`src/rtl/mmio_timer_if.sv`:
```
// mmio_timer_if: CPU I/O bus slice seen by the memory-mapped timer.
//   mem_cmd  : 2'b01 write, 2'b11 read, anything else idle
//   mem_addr : 9-bit I/O address
//   din      : write data from the CPU datapath
//   dout     : read data back to the CPU memory-data mux (0 when not selected)
//   dout_en  : select flag, high when a read hits a timer register
// Modports: master = CPU side, slave = timer side.
interface mmio_timer_if #(
  parameter int data_width = 16
);
  logic [1:0]            mem_cmd;
  logic [8:0]            mem_addr;
  logic [data_width-1:0] din;
  logic [data_width-1:0] dout;
  logic                  dout_en;

  modport master (output mem_cmd, output mem_addr, output din,
                  input  dout,    input  dout_en);
  modport slave  (input  mem_cmd, input  mem_addr, input  din,
                  output dout,    output dout_en);
endinterface

```
`src/rtl/mmio_timer.sv`:
```
// mmio_timer: memory-mapped prescaled 16-bit countdown timer with one-shot and
// auto-reload modes, a sticky expiry flag and a level interrupt.
//   clk     : system clock, rising edge
//   reset   : synchronous, active-high
//   bus     : mmio_timer_if.slave (mem_cmd, mem_addr, din in; dout, dout_en out)
//   irq     : expired & irq_en
// Registers (offset from base_addr): +0 CTRL {irq_en,auto_reload,enable},
// +1 LOAD, +2 COUNT, +3 STATUS {expired}.
// Optional build macro MMIO_TIMER_CAPTURE_EN adds a read-only CAPTURE register
// at base_addr+4 holding the tick count of the last expiry interval.
module mmio_timer #(
  parameter int         data_width = 16,
  parameter logic [8:0] base_addr  = 9'h180,
  parameter int         prescale   = 4
) (
  input  logic         clk,
  input  logic         reset,
  mmio_timer_if.slave  bus,
  output logic         irq
);

  localparam logic [1:0]            CMD_WRITE  = 2'b01;
  localparam logic [1:0]            CMD_READ   = 2'b11;
  localparam logic [7:0]            PRESC_LAST = 8'(prescale - 1);
  localparam logic [data_width-1:0] ZERO       = {data_width{1'b0}};
  localparam logic [data_width-1:0] ONE        = {{(data_width-1){1'b0}}, 1'b1};

  typedef enum logic [1:0] {
    IDLE = 2'b00,
    RUN  = 2'b01,
    DONE = 2'b10
  } state_t;

  state_t                state_r, state_s;
  logic                  ctrl_en_r, ctrl_en_s;
  logic                  ctrl_auto_r, ctrl_auto_s;
  logic                  ctrl_irq_en_r, ctrl_irq_en_s;
  logic [data_width-1:0] load_r, load_s;
  logic [data_width-1:0] count_r, count_s;
  logic                  expired_r, expired_s;
  logic [7:0]            presc_r, presc_s;

  logic       hit_s, wr_s, rd_s;
  logic [1:0] offset_s;
  logic       wr_ctrl_s, wr_load_s, wr_count_s, wr_status_s;
  logic       tick_s, tick_eff_s, expiry_s;

  assign hit_s       = (bus.mem_addr[8:2] == base_addr[8:2]);
  assign offset_s    = bus.mem_addr[1:0];
  assign wr_s        = (bus.mem_cmd == CMD_WRITE) && hit_s;
  assign rd_s        = (bus.mem_cmd == CMD_READ) && hit_s;
  assign wr_ctrl_s   = wr_s && (offset_s == 2'd0);
  assign wr_load_s   = wr_s && (offset_s == 2'd1);
  assign wr_count_s  = wr_s && (offset_s == 2'd2);
  assign wr_status_s = wr_s && (offset_s == 2'd3);

  assign tick_s      = (state_r == RUN) && (presc_r == PRESC_LAST);
  // A bus write to LOAD or COUNT swallows a coincident tick entirely.
  assign tick_eff_s  = tick_s && !wr_load_s && !wr_count_s;
  assign expiry_s    = tick_eff_s && (count_r == ZERO);

  // Level interrupt straight from registered state.
  assign irq = expired_r && ctrl_irq_en_r;

  // Next-state: FSM, prescaler, counter, then bus writes which take priority.
  always_comb begin
    state_s       = state_r;
    ctrl_en_s     = ctrl_en_r;
    ctrl_auto_s   = ctrl_auto_r;
    ctrl_irq_en_s = ctrl_irq_en_r;
    load_s        = load_r;
    count_s       = count_r;
    presc_s       = presc_r;

    if (state_r == RUN) begin
      presc_s = tick_s ? 8'd0 : (presc_r + 8'd1);
    end else begin
      presc_s = 8'd0;
    end

    if (tick_eff_s) begin
      if (count_r != ZERO) begin
        count_s = count_r - ONE;
      end else if (ctrl_auto_r) begin
        count_s = load_r;
      end else begin
        // One-shot expiry: COUNT stays 0 and hardware drops enable.
        ctrl_en_s = 1'b0;
        state_s   = DONE;
      end
    end else begin
      count_s = count_r;
    end

    if (wr_s) begin
      case (offset_s)
        2'd0: begin
          ctrl_en_s     = bus.din[0];
          ctrl_auto_s   = bus.din[1];
          ctrl_irq_en_s = bus.din[2];
          state_s       = bus.din[0] ? RUN : IDLE;
          presc_s       = 8'd0;
        end
        2'd1: begin
          load_s  = bus.din;
          count_s = bus.din;
          presc_s = 8'd0;
        end
        2'd2: begin
          count_s = bus.din;
          presc_s = 8'd0;
        end
        default: begin
          // STATUS write only affects the expired flag below.
          presc_s = presc_s;
        end
      endcase
    end else begin
      state_s = state_s;
    end

    // W1C on STATUS loses to a simultaneous expiry.
    expired_s = (expired_r && !(wr_status_s && bus.din[0])) || expiry_s;
  end

  // State and register update with synchronous reset.
  always_ff @(posedge clk) begin
    if (reset) begin
      state_r       <= IDLE;
      ctrl_en_r     <= 1'b0;
      ctrl_auto_r   <= 1'b0;
      ctrl_irq_en_r <= 1'b0;
      load_r        <= ZERO;
      count_r       <= ZERO;
      expired_r     <= 1'b0;
      presc_r       <= 8'd0;
    end else begin
      state_r       <= state_s;
      ctrl_en_r     <= ctrl_en_s;
      ctrl_auto_r   <= ctrl_auto_s;
      ctrl_irq_en_r <= ctrl_irq_en_s;
      load_r        <= load_s;
      count_r       <= count_s;
      expired_r     <= expired_s;
      presc_r       <= presc_s;
    end
  end

`ifdef MMIO_TIMER_CAPTURE_EN
  localparam logic [data_width-1:0] ONES = {data_width{1'b1}};

  logic [data_width-1:0] tick_cnt_r, tick_cnt_s;
  logic [data_width-1:0] capture_r, capture_s;
  logic [data_width-1:0] tick_cnt_inc_s;
  logic                  cap_hit_s, cap_rd_s, entering_run_s;

  assign cap_hit_s      = (bus.mem_addr == (base_addr + 9'd4));
  assign cap_rd_s       = (bus.mem_cmd == CMD_READ) && cap_hit_s;
  assign entering_run_s = (state_r != RUN) && (state_s == RUN);
  // The expiry tick itself counts towards the interval; saturate at all-ones.
  assign tick_cnt_inc_s = (tick_cnt_r == ONES) ? ONES : (tick_cnt_r + ONE);

  // Interval tick counter and capture of its value on each expiry.
  always_comb begin
    tick_cnt_s = tick_cnt_r;
    capture_s  = capture_r;
    if (entering_run_s) begin
      tick_cnt_s = ZERO;
    end else if (expiry_s) begin
      capture_s  = tick_cnt_inc_s;
      tick_cnt_s = ZERO;
    end else if (tick_eff_s) begin
      tick_cnt_s = tick_cnt_inc_s;
    end else begin
      tick_cnt_s = tick_cnt_r;
    end
  end

  // Capture registers with synchronous reset.
  always_ff @(posedge clk) begin
    if (reset) begin
      tick_cnt_r <= ZERO;
      capture_r  <= ZERO;
    end else begin
      tick_cnt_r <= tick_cnt_s;
      capture_r  <= capture_s;
    end
  end
`endif

  // Combinational zero-wait-state read mux; unselected reads return 0.
  always_comb begin
    bus.dout    = ZERO;
    bus.dout_en = 1'b0;
    if (rd_s) begin
      bus.dout_en = 1'b1;
      case (offset_s)
        2'd0:    bus.dout = {{(data_width-3){1'b0}}, ctrl_irq_en_r, ctrl_auto_r, ctrl_en_r};
        2'd1:    bus.dout = load_r;
        2'd2:    bus.dout = count_r;
        2'd3:    bus.dout = {{(data_width-1){1'b0}}, expired_r};
        default: bus.dout = ZERO;
      endcase
`ifdef MMIO_TIMER_CAPTURE_EN
    end else if (cap_rd_s) begin
      bus.dout_en = 1'b1;
      bus.dout    = capture_r;
`endif
    end else begin
      bus.dout_en = 1'b0;
    end
  end

endmodule

```
`src/flat_wrapper.sv`:
```
// flat-port wrapper written by rule: the top's interface ports become plain ports
module mmio_timer_flat 
#(
  parameter int         data_width = 16,
  parameter logic [8:0] base_addr  = 9'h180,
  parameter int         prescale   = 4
)
  (clk, reset, irq, bus_mem_cmd, bus_mem_addr, bus_din, bus_dout, bus_dout_en);
  mmio_timer_if #(.data_width(data_width)) bus_i ();
  input  logic clk;
  input  logic reset;
  output logic irq;
  input wire logic [$bits(bus_i.mem_cmd)-1:0] bus_mem_cmd;
  input wire logic [$bits(bus_i.mem_addr)-1:0] bus_mem_addr;
  input wire logic [$bits(bus_i.din)-1:0] bus_din;
  output wire logic [$bits(bus_i.dout)-1:0] bus_dout;
  output wire logic [$bits(bus_i.dout_en)-1:0] bus_dout_en;
  assign bus_i.mem_cmd = bus_mem_cmd;
  assign bus_i.mem_addr = bus_mem_addr;
  assign bus_i.din = bus_din;
  assign bus_dout = bus_i.dout;
  assign bus_dout_en = bus_i.dout_en;
  mmio_timer #(.data_width(data_width), .base_addr(base_addr), .prescale(prescale)) u_core (.clk(clk), .reset(reset), .bus(bus_i), .irq(irq));
endmodule
```
`config.mk`:
```
export PLATFORM = sky130hd
export DESIGN_NAME = mmio_timer_flat
export DESIGN_NICKNAME = d
export VERILOG_FILES = /design/src/rtl/mmio_timer_if.sv /design/src/rtl/mmio_timer.sv /design/src/flat_wrapper.sv
export SDC_FILE = /design/constraint.sdc
export NUM_CORES = 1
export LEC_CHECK = 0
export ABC_AREA = 1
export CAP_MARGIN = 0
export CORE_MARGIN = 2
export CORE_UTILIZATION = 25
export DETAILED_ROUTE_END_ITERATION = 8
export SLEW_MARGIN = 5
export SYNTH_ARGS = -nofsm -noshare
export SYNTH_HDL_FRONTEND = slang
export SYNTH_SLANG_ARGS = --single-unit
```
`constraint.sdc`:
```
create_clock -name clk -period 1.8 [get_ports clk]
set_input_delay 0.36 -clock clk [delete_from_list [all_inputs] [get_ports clk]]
set_output_delay 0.36 -clock clk [all_outputs]
set_load 0.005 [all_outputs]
```
==> impl_metrics.toml, run 1 <==
[status]
outcome = "finished clean"

[place]
place_inst = 764
placement.io_buffers = 46
routabilityCongestion = 0.890
place_ws_ps = -894
detailed_place_hpwl_mm = 8.10

[routing]
vias_per_cell = 4.76
drc = 0
drt-total-wl_mm = 10.8
drtIter0Drc = 251
firstDrtPassIters = 5
via_count = 3718
wl_per_cell_um = 13.9
ant_nets = 0

[synthesis]
synthesis.instances = 516
yosysSeqAreaShare_pct = 29.3
synth_most_common_cell = "nand2_1"
netlist_top_cells_count = "nand2_1 (143), a21oi_1 (66), nor2_1 (62)"
synth_edf_count = 0
ys_types = 30
post_synth.cell_area_avg_um2 = 6.09
synthArstFlopShare_pct = 0
synth.net_count = 553
yosysTopAreaCell = "dfxtp_1"
yosysTopAreaCellShare_pct = 29.3
synth.top_cells.by_area = "dfxtp_1 (29%), nand2_1 (17%), a21oi_1 (11%), nor2_1 (7.4%), nand3_1 (5.9%)"
synth_area_um2 = 3140
synth-seq-cells = 46
yosysWarnings = 0
synth_ff_type = "dfxtp_1"

[global_routing]
grt_pass1_vias = 3631
grt_first_pass_wirelength_mm = 17.5
antenna_found_initial = 0
gr-total-overflow = 0
grt_max_degree = 32
track_usage_pct = 16.6

[timing]
hold_violations = 0
fin_hold_ws_ps = 464
slew_violations = 0
max_freq_mhz = 563
slew_headroom_pct = 77.8
rsz0062_at_grt = "yes"
period_share_pct = 98.7
timing.final.ws_setup_ps = 22.8
finalSetupViolations = 0
finClkSkew_ps = 9.86
min_period_ps = 1780
tightest_slew_ps = 333

[cells_and_area]
fillers = 1300
final_util_pct = 37.2
multi_input_area_um2 = 2110
drive_gt1_share_pct = 24.3
diodes = 0
nNetsFinal = 649
seq_area_um2 = 922
area_growth_pct = 44.0
final_cells = 781

[floorplan]
num_rows = 40
core_um2 = 12200
fp.dieH_um = 116
initial_core_util_pct = 25.8
die_area_um2 = 13500
fp.dieW_um = 116
ioPinCount = 47

[setup_path]
cp.arrival_ps = 1420
cp_max_fo = 6
worst_ep_required_time_ps = 1440
slowest_delay_ps = 160
path_class = "input port to output port"
slowest_stage = "buf_16"
crit_chain = "buf_6, nor2_2, nand2_2, nor2_4, nand3_2, inv_2, nand2_4, buf_16, a21oi_4, buf_2"
worst_setup_path_end_kind = "output port"
critPathLaunchType = "input port"

[cts]
root_buffer = "clkbuf_16"
clock_latency_ps = 290
clock-sinks = 46
cts_buffers = 5
htreeDepth = 2
holdBufCountCts = 0
cts_tree = "yes"
clk_pin_slew_ps = 70
clockBufferDepth = 2

[run]
maxCapViolCount = 0

[power_and_ir_drop]
vdd_ir_drop_max_mv = 0.393
leakage_nw = 1.91
powerDensity_nw_per_um2 = 513

[min_path]
hold_class = "flip-flop to flip-flop"
-- power breakdown --
group	total [W]	switching (W)	leakage [nW]	internal, W
Clock	0.00107	0.000410	0.0771	0.000656
Combinational	0.000237	0.000114	1.46	0.000123
Sequential	0.00102	0.000000939	0.371	0.00102
Total	0.00232	0.000525	1.91	0.00180
-- sequential cells by signal (all words and copies together) (netlist names) --
signal and cells:
u_core.ctrl_en_r 1, u_core.ctrl_irq_en_r 1, u_core.presc_r 8, u_core.state_r 2, u_core.ctrl_auto_r 1, u_core.expired_r 1
u_core.count_r 16, u_core.load_r 16
-- path summary, 6_finish.rpt --
check	start	endpoint	slack (ps)	cells past startpoint
min	u_core.state_r[1]	u_core.state_r[1]	460	2
max	bus_mem_addr[4]	bus_dout[3]	20	10
max reg2reg	u_core.count_r[0]	u_core.count_r[3]	180	10
min reg2reg	u_core.state_r[1]	u_core.state_r[1]	460	2
-- what timing repair did --
item | CTS | global route
setup endpoints to repair | 49 | 24
endpoints found under the hold margin | 0 | 0
resized for setup | 141 | 20
setup buffers | 7 | 2
gates cloned | 1 | 0
pin swaps | 6 | 6
-- cells by family (layout without fill, tap and decap cells) --
logic type / after synthesis / count (layout) / synth area share, %
compound gates: 110 / 110 / 17.9
flops: 46 / 46 / 29.3
simple gates: 270 / 270 / 37.1
fa+ha+maj: 8 / 8 / 3.19
xor+xnor: 11 / 11 / 3.07
buf+inv: 70 / 167 / 9.12
mux: 1 / 1 / 0.319
-- per-stage QoR --
| stage | cell area, um^2 | power, W | TNS [ps] |
|---|---|---|---|
| after floorplan | 3140 | 0.00112 | 0 |
| after global placement | 4180 | 0.00126 | -26570 |
| after detailed placement | 4180 | 0.00126 | -30110 |
| after CTS | 4460 | 0.00233 | -12.1 |
| after global routing | 4520 | 0.00240 | -158 |
| final | 4520 | 0.00232 | 0 |
-- critical path: cells and delay by family --
family	cells	cell delay, ps
AND/OR/NAND/NOR	5	430
AO/OA/AOI/OAI	1	130
buffers and inverters	4	480
-- cells in the final DEF, fill, tap and decap left out, types with 18 or more instances in the layout --
| cell type | count |
|---|---|
| nand2_1 | 141 |
| nor2_1 | 60 |
| buf_4 | 55 |
| a21oi_1 | 53 |
| dfxtp_1 | 45 |
| inv_1 | 41 |
| o21ai_0 | 36 |
| nand3_1 | 35 |
| buf_2 | 20 |
| clkdlybuf4s50_1 | 18 |
-- metal layers --
layer	track usage [%]	vias to the layer above	wire length, um
met1	22.3	1727	4960
met5	0	-	0
met2	27.3	118	4940
met4	5.95	0	312
met3	2.54	25	614
li1	-	1848	-
-- area by class of cell --
class                      instances  area share [%]
clock inverter                     2           0.830
multi-input combinational        400            46.7
clock buffer                       6            2.85
sequential                        46            20.4
tap                              168            4.65
timing repair buffer             108            20.2
inverter                          51            4.40
No activity file was read; power rests on OpenSTA's default activity.
==> inputs of run 2 (changes only) <==
--- a/config.mk
+++ b/config.mk
@@ -8,8 +8,10 @@
 export ABC_AREA = 1
 export CAP_MARGIN = 0
 export CORE_MARGIN = 2
-export CORE_UTILIZATION = 25
+export CORE_UTILIZATION = 55
+export CTS_CLUSTER_DIAMETER = 120
 export DETAILED_ROUTE_END_ITERATION = 8
+export PLACE_DENSITY = 0.81
 export SLEW_MARGIN = 5
 export SYNTH_ARGS = -nofsm -noshare
 export SYNTH_HDL_FRONTEND = slang
==> run 2 against run 1 <==
Die area decreased by 53%. First-iteration DRC count increased by 89%. Clock skew decreased by 5.4 ps. Cell area shrank 7.7%. Final cell count fell by 14%. Fmax down 0.99%. Largest power group is now registers.
==> impl_metrics.toml, run 2 (synthesis gave the netlist of run 1 again) <==
[global_routing]
track_usage_pct = 34.7
grt_max_degree = 32
grt_first_pass_wirelength_mm = 17.1
grt_pass1_vias = 3597
gr-total-overflow = 0
antenna_found_initial = 0

[timing]
timing.final.ws_setup_ps = 5.02
hold_violations = 0
min_period_ps = 1790
finClkSkew_ps = 4.49
fin_hold_ws_ps = 464
slew_headroom_pct = 77.2
max_freq_mhz = 557
fin_tns_setup_ps = 0
slew_violations = 0
finalSetupViolations = 0
period_share_pct = 99.7
tightest_slew_ps = 339

[place]
detailed_place_hpwl_mm = 7.60
routabilityCongestion = 1.06
place_ws_ps = -825
placement.io_buffers = 46
place_area_um2 = 3980

[setup_path]
slowest_delay_ps = 150
setup.worst_path.end = "bus_dout[5]"
path_depth = 10
reg2regPathDepth = 12
worst_ep_required_time_ps = 1440
path_class = "input port to output port"
r2r_start = "u_core.count_r[0]"
critical_path_buf_inv_count = 4
worstReg2RegEnd = "u_core.count_r[6]"
worst_setup_path_end_kind = "output port"
critPathLaunch = "bus_mem_addr[5]"
worst_path_most_repeated_cell = "buf_2"
slowest_stage = "buf_12"
cp.arrival_ps = 1430
rrSetupSlack_ps = 60
crit_chain = "buf_2, nor2_2, nand2_2, nor2_4, nand3_2, inv_2, nand2_4, buf_12, a21oi_4, buf_2"
critPathLaunchType = "input port"
cp_max_fo = 7
crit_family = "buffers and inverters"

[routing]
drtIter0Drc = 475
vias_per_cell = 5.68
firstDrtPassIters = 7
wl_per_cell_um = 15.8
drc = 0
drt-total-wl_mm = 10.6
via_count = 3822
ant_nets = 0

[run]
maxCapViolCount = 0

[power_and_ir_drop]
leakage_nw = 1.81
vdd_ir_drop_max_mv = 0.449
total_power_w = 0.00204
powerDensity_nw_per_um2 = 488

[cells_and_area]
area_growth_pct = 32.9
reg_top3 = "u_core.count_r (16), u_core.load_r (16), u_core.presc_r (8)"
drive_gt1_share_pct = 22.0
final_common_cell = "nand2_1"
fin_area_um2 = 4180
diodes = 0
final_cell_mix = "nand2_1 (140), nor2_1 (60), a21oi_1 (56)"
nNetsFinal = 637

[min_path]
hold_class = "flip-flop to flip-flop"

[cts]
root_buffer = "clkbuf_8"
cts_tree = "yes"
clock_latency_ps = 310
htreeDepth = 2
clk_pin_slew_ps = 90
clockBufferDepth = 2
clock-sinks = 46
cts_buffers = 5
holdBufCountCts = 0

[floorplan]
fp.dieH_um = 79.6
ioPinCount = 47
core_um2 = 5510
fp.dieW_um = 79.6
initial_core_util_pct = 57.1
die_area_um2 = 6330
num_rows = 27

[status]
outcome = "finished clean"
-- run 2: cell types whose count changed in the layout (fill, tap and decap cells not counted), moves of 2 or more --
cell,delta
buf_4,-10
nor2_4,-2
clkbuf_16,-5
nor2_2,+2
clkbuf_8,+5
clkbuf_2,+4
buf_6,-4
a21oi_1,+3
a21oi_4,-3
buf_2,-3
-- run 2: metal layers --
metal | track usage [%] | part of all wire (%) | vias up
li1 | - | - | 1831
met1 | 45.5 | 40 | 1720
met2 | 55.0 | 46 | 233
met3 | 8.37 | 11 | 38
met4 | 13.4 | 2.9 | 0
met5 | 0 | 0 | -
-- run 2: worst min path at each step --
stage                            from  depth (start not counted)           endpoint  slack [ps]
floorplan           u_core.presc_r[0]                          1  u_core.presc_r[0]         410
global placement    u_core.presc_r[0]                          1  u_core.presc_r[0]         430
detailed placement  u_core.state_r[1]                          2  u_core.state_r[1]         450
CTS                 u_core.state_r[1]                          2  u_core.state_r[1]         460
global route        u_core.state_r[1]                          2  u_core.state_r[1]         480
finish              u_core.presc_r[0]                          1  u_core.presc_r[0]         460
-- run 2: layout make-up --
class / instances / area (um^2)
Clock inverter: 2 / 37.5
Clock buffer: 6 / 72.6
Timing Repair Buffer: 96 / 807
Multi-Input combinational cell: 400 / 2050
Sequential cell: 46 / 921
Inverter: 51 / 194
Tap cell: 72 / 90.1
Fill cell: 449 / 1330
-- run 2: metrics by stage --
stage / cells / utilization [%]
floorplan: 516 / -
global placement: 658 / 72.3
detailed placement: 658 / 72.3
CTS: 672 / 75.3
global route: 673 / 75.8
finish: 673 / 75.8
-- run 2: power by group --
group	internal, W	total [W]	switching (W)
sequential	0.00102	0.00102	0.000000990
clock	0.000415	0.000792	0.000377
combinational	0.000113	0.000227	0.000114
total	0.00155	0.00204	0.000492
-- run 2: timing repair --
action                     CTS  global route
setup buffers                5             1
setup endpoints to repair   37            20
gates cloned                 1             0
gates resized for setup    118            19
pin swaps                    6             3
==> inputs of run 3 (changes only) <==
--- a/config.mk
+++ b/config.mk
@@ -7,6 +7,7 @@
 export LEC_CHECK = 0
 export ABC_AREA = 1
 export CAP_MARGIN = 0
+export CORE_ASPECT_RATIO = 1.2
 export CORE_MARGIN = 2
 export CORE_UTILIZATION = 55
 export CTS_CLUSTER_DIAMETER = 120
==> run 3 against run 2 <==
Sequential power about the same. Final cell count unchanged. Fmax decreased by 0.27%.
==> impl_metrics.toml, run 3 (synthesis gave the netlist of run 1 again) <==
[status]
outcome = "finished clean"

[cts]
clk_pin_slew_ps = 100
clock_latency_ps = 310
clockBufferDepth = 2
clock-sinks = 46
root_buffer = "clkbuf_8"
cts_tree = "yes"
htreeDepth = 2
cts_buffers = 5

[floorplan]
initial_core_util_pct = 56.2
fp.dieW_um = 73.0
ioPinCount = 47
num_rows = 30
core_um2 = 5590
die_area_um2 = 6340
fp.dieH_um = 86.8

[cells_and_area]
drive_gt1_share_pct = 23.3
reg_top3 = "u_core.count_r (16), u_core.load_r (16), u_core.presc_r (8)"
diodes = 0
final_common_cell = "nand2_1"
area_growth_pct = 34.4
fillers = 416
fin_area_um2 = 4220
nNetsFinal = 645
final_cell_mix = "nand2_1 (141), a21oi_1 (60), nor2_1 (60)"

[power_and_ir_drop]
total_power_w = 0.00198
powerDensity_nw_per_um2 = 468
intPower_w = 0.00143
seqPwrFrac_pct = 51.5
leakage_nw = 1.86
swShare_pct = 27.9
pwr-share-clk_pct = 36.2
combPwrFrac_pct = 12.3
vdd_ir_drop_max_mv = 0.420
p_switching_w = 0.000552

[min_path]
hold_class = "flip-flop to flip-flop"

[timing]
slew_headroom_pct = 57.7
min_period_ps = 1800
period_share_pct = 100
tightest_slew_ps = 633
fin_tns_setup_ps = 0
hold_violations = 0
slew_violations = 0
finClkSkew_ps = 6.30
max_freq_mhz = 556
finalSetupViolations = 0
fin_hold_ws_ps = 447

[global_routing]
gr-total-overflow = 0
track_usage_pct = 34.3
grt_first_pass_wirelength_mm = 16.9
grt_max_degree = 32
antenna_found_initial = 0
grt_pass1_vias = 3608

[routing]
vias_per_cell = 5.82
via_count = 3919
drtIter0Drc = 509
drc = 0
ant_nets = 0
firstDrtPassIters = 6
wl_per_cell_um = 16.1
drt-total-wl_mm = 10.8

[setup_path]
worst_setup_path_end_kind = "output port"
slowest_delay_ps = 160
cp_max_fo = 4
crit_family = "buffers and inverters"
crit_chain = "buf_2, inv_2, buf_4, ha_4, inv_2, o22ai_1, nand2_1, a21oi_1, buf_2"
critical_path_buf_inv_count = 5
path_class = "input port to output port"
cp.arrival_ps = 1440
critPathLaunchType = "input port"
slowest_stage = "ha_4"
worst_ep_required_time_ps = 1440

[place]
routabilityCongestion = 0.978
placement.io_buffers = 46
detailed_place_hpwl_mm = 7.47
place_area_um2 = 3960

[run]
maxCapViolCount = 0
[run 3: cell count changes in the layout (fill, tap and decap cells not counted), sizes merged]
cell / previous run / this run
buf: 70 / 79
bufinv: 1 / 0
clkbuf: 11 / 8
clkdlybuf4s15: 0 / 2
clkinv: 0 / 2
clkinvlp: 1 / 0
dlygate4sd2: 3 / 2
inv: 51 / 52
[run 3: through the flow]
step	cells	utilization, %	worst slack (ps)
floorplan	516	-	58.5
finish	673	75.5	0.0858
global placement	653	70.8	-710
global route	673	75.5	-53.7
CTS	673	74.3	0.456
detailed placement	653	70.8	-802
[run 3: metal layers]
layer	routed length, um	GRT usage (%)	vias up
li1	-	-	1848
met1	4110	43.4	1767
met2	5240	57.2	247
met3	1070	5.93	57
met4	411	13.6	0
met5	0	0	-
[run 3: area by class of cell]
class	instances	area [um^2]	share of cell area, %
well taps	64	80.1	1.90
clock inverters	3	28.8	0.681
inverters	51	198	4.68
clock buffers	5	68.8	1.63
flip-flops and latches	46	921	21.8
multi-input cells	400	2070	49.1
repair buffers	104	856	20.3
[run 3: power groups by stage]
stage	Clock [W]	Sequential [W]	Combinational (W)
floorplan	0	0.00104	0.0000735
global placement	0	0.00104	0.000204
CTS	0.000717	0.00102	0.000219
global route	0.000756	0.00102	0.000256
finish	0.000717	0.00102	0.000243
detailed placement	0	0.00104	0.000208
[run 3: worst paths after layout]
| kind | cells after the start | endpoint | slack, ps | start |
|---|---|---|---|---|
| setup / recovery | 9 | bus_dout[1] | 0.09 | bus_mem_addr[0] |
| hold / removal | 1 | u_core.presc_r[0] | 450 | u_core.presc_r[0] |
| setup reg to reg | 11 | u_core.count_r[6] | 130 | u_core.count_r[0] |
| hold reg to reg | 1 | u_core.presc_r[0] | 450 | u_core.presc_r[0] |
[run 3: timing repair]
| item | 4_1_cts | 5_1_grt |
|---|---|---|
| buffers inserted | 11 | 0 |
| gates cloned | 1 | 0 |
| resized for setup | 118 | 31 |
| setup endpoints to repair | 37 | 42 |
| hold buffers | 0 | 0 |
| pin swaps | 9 | 10 |
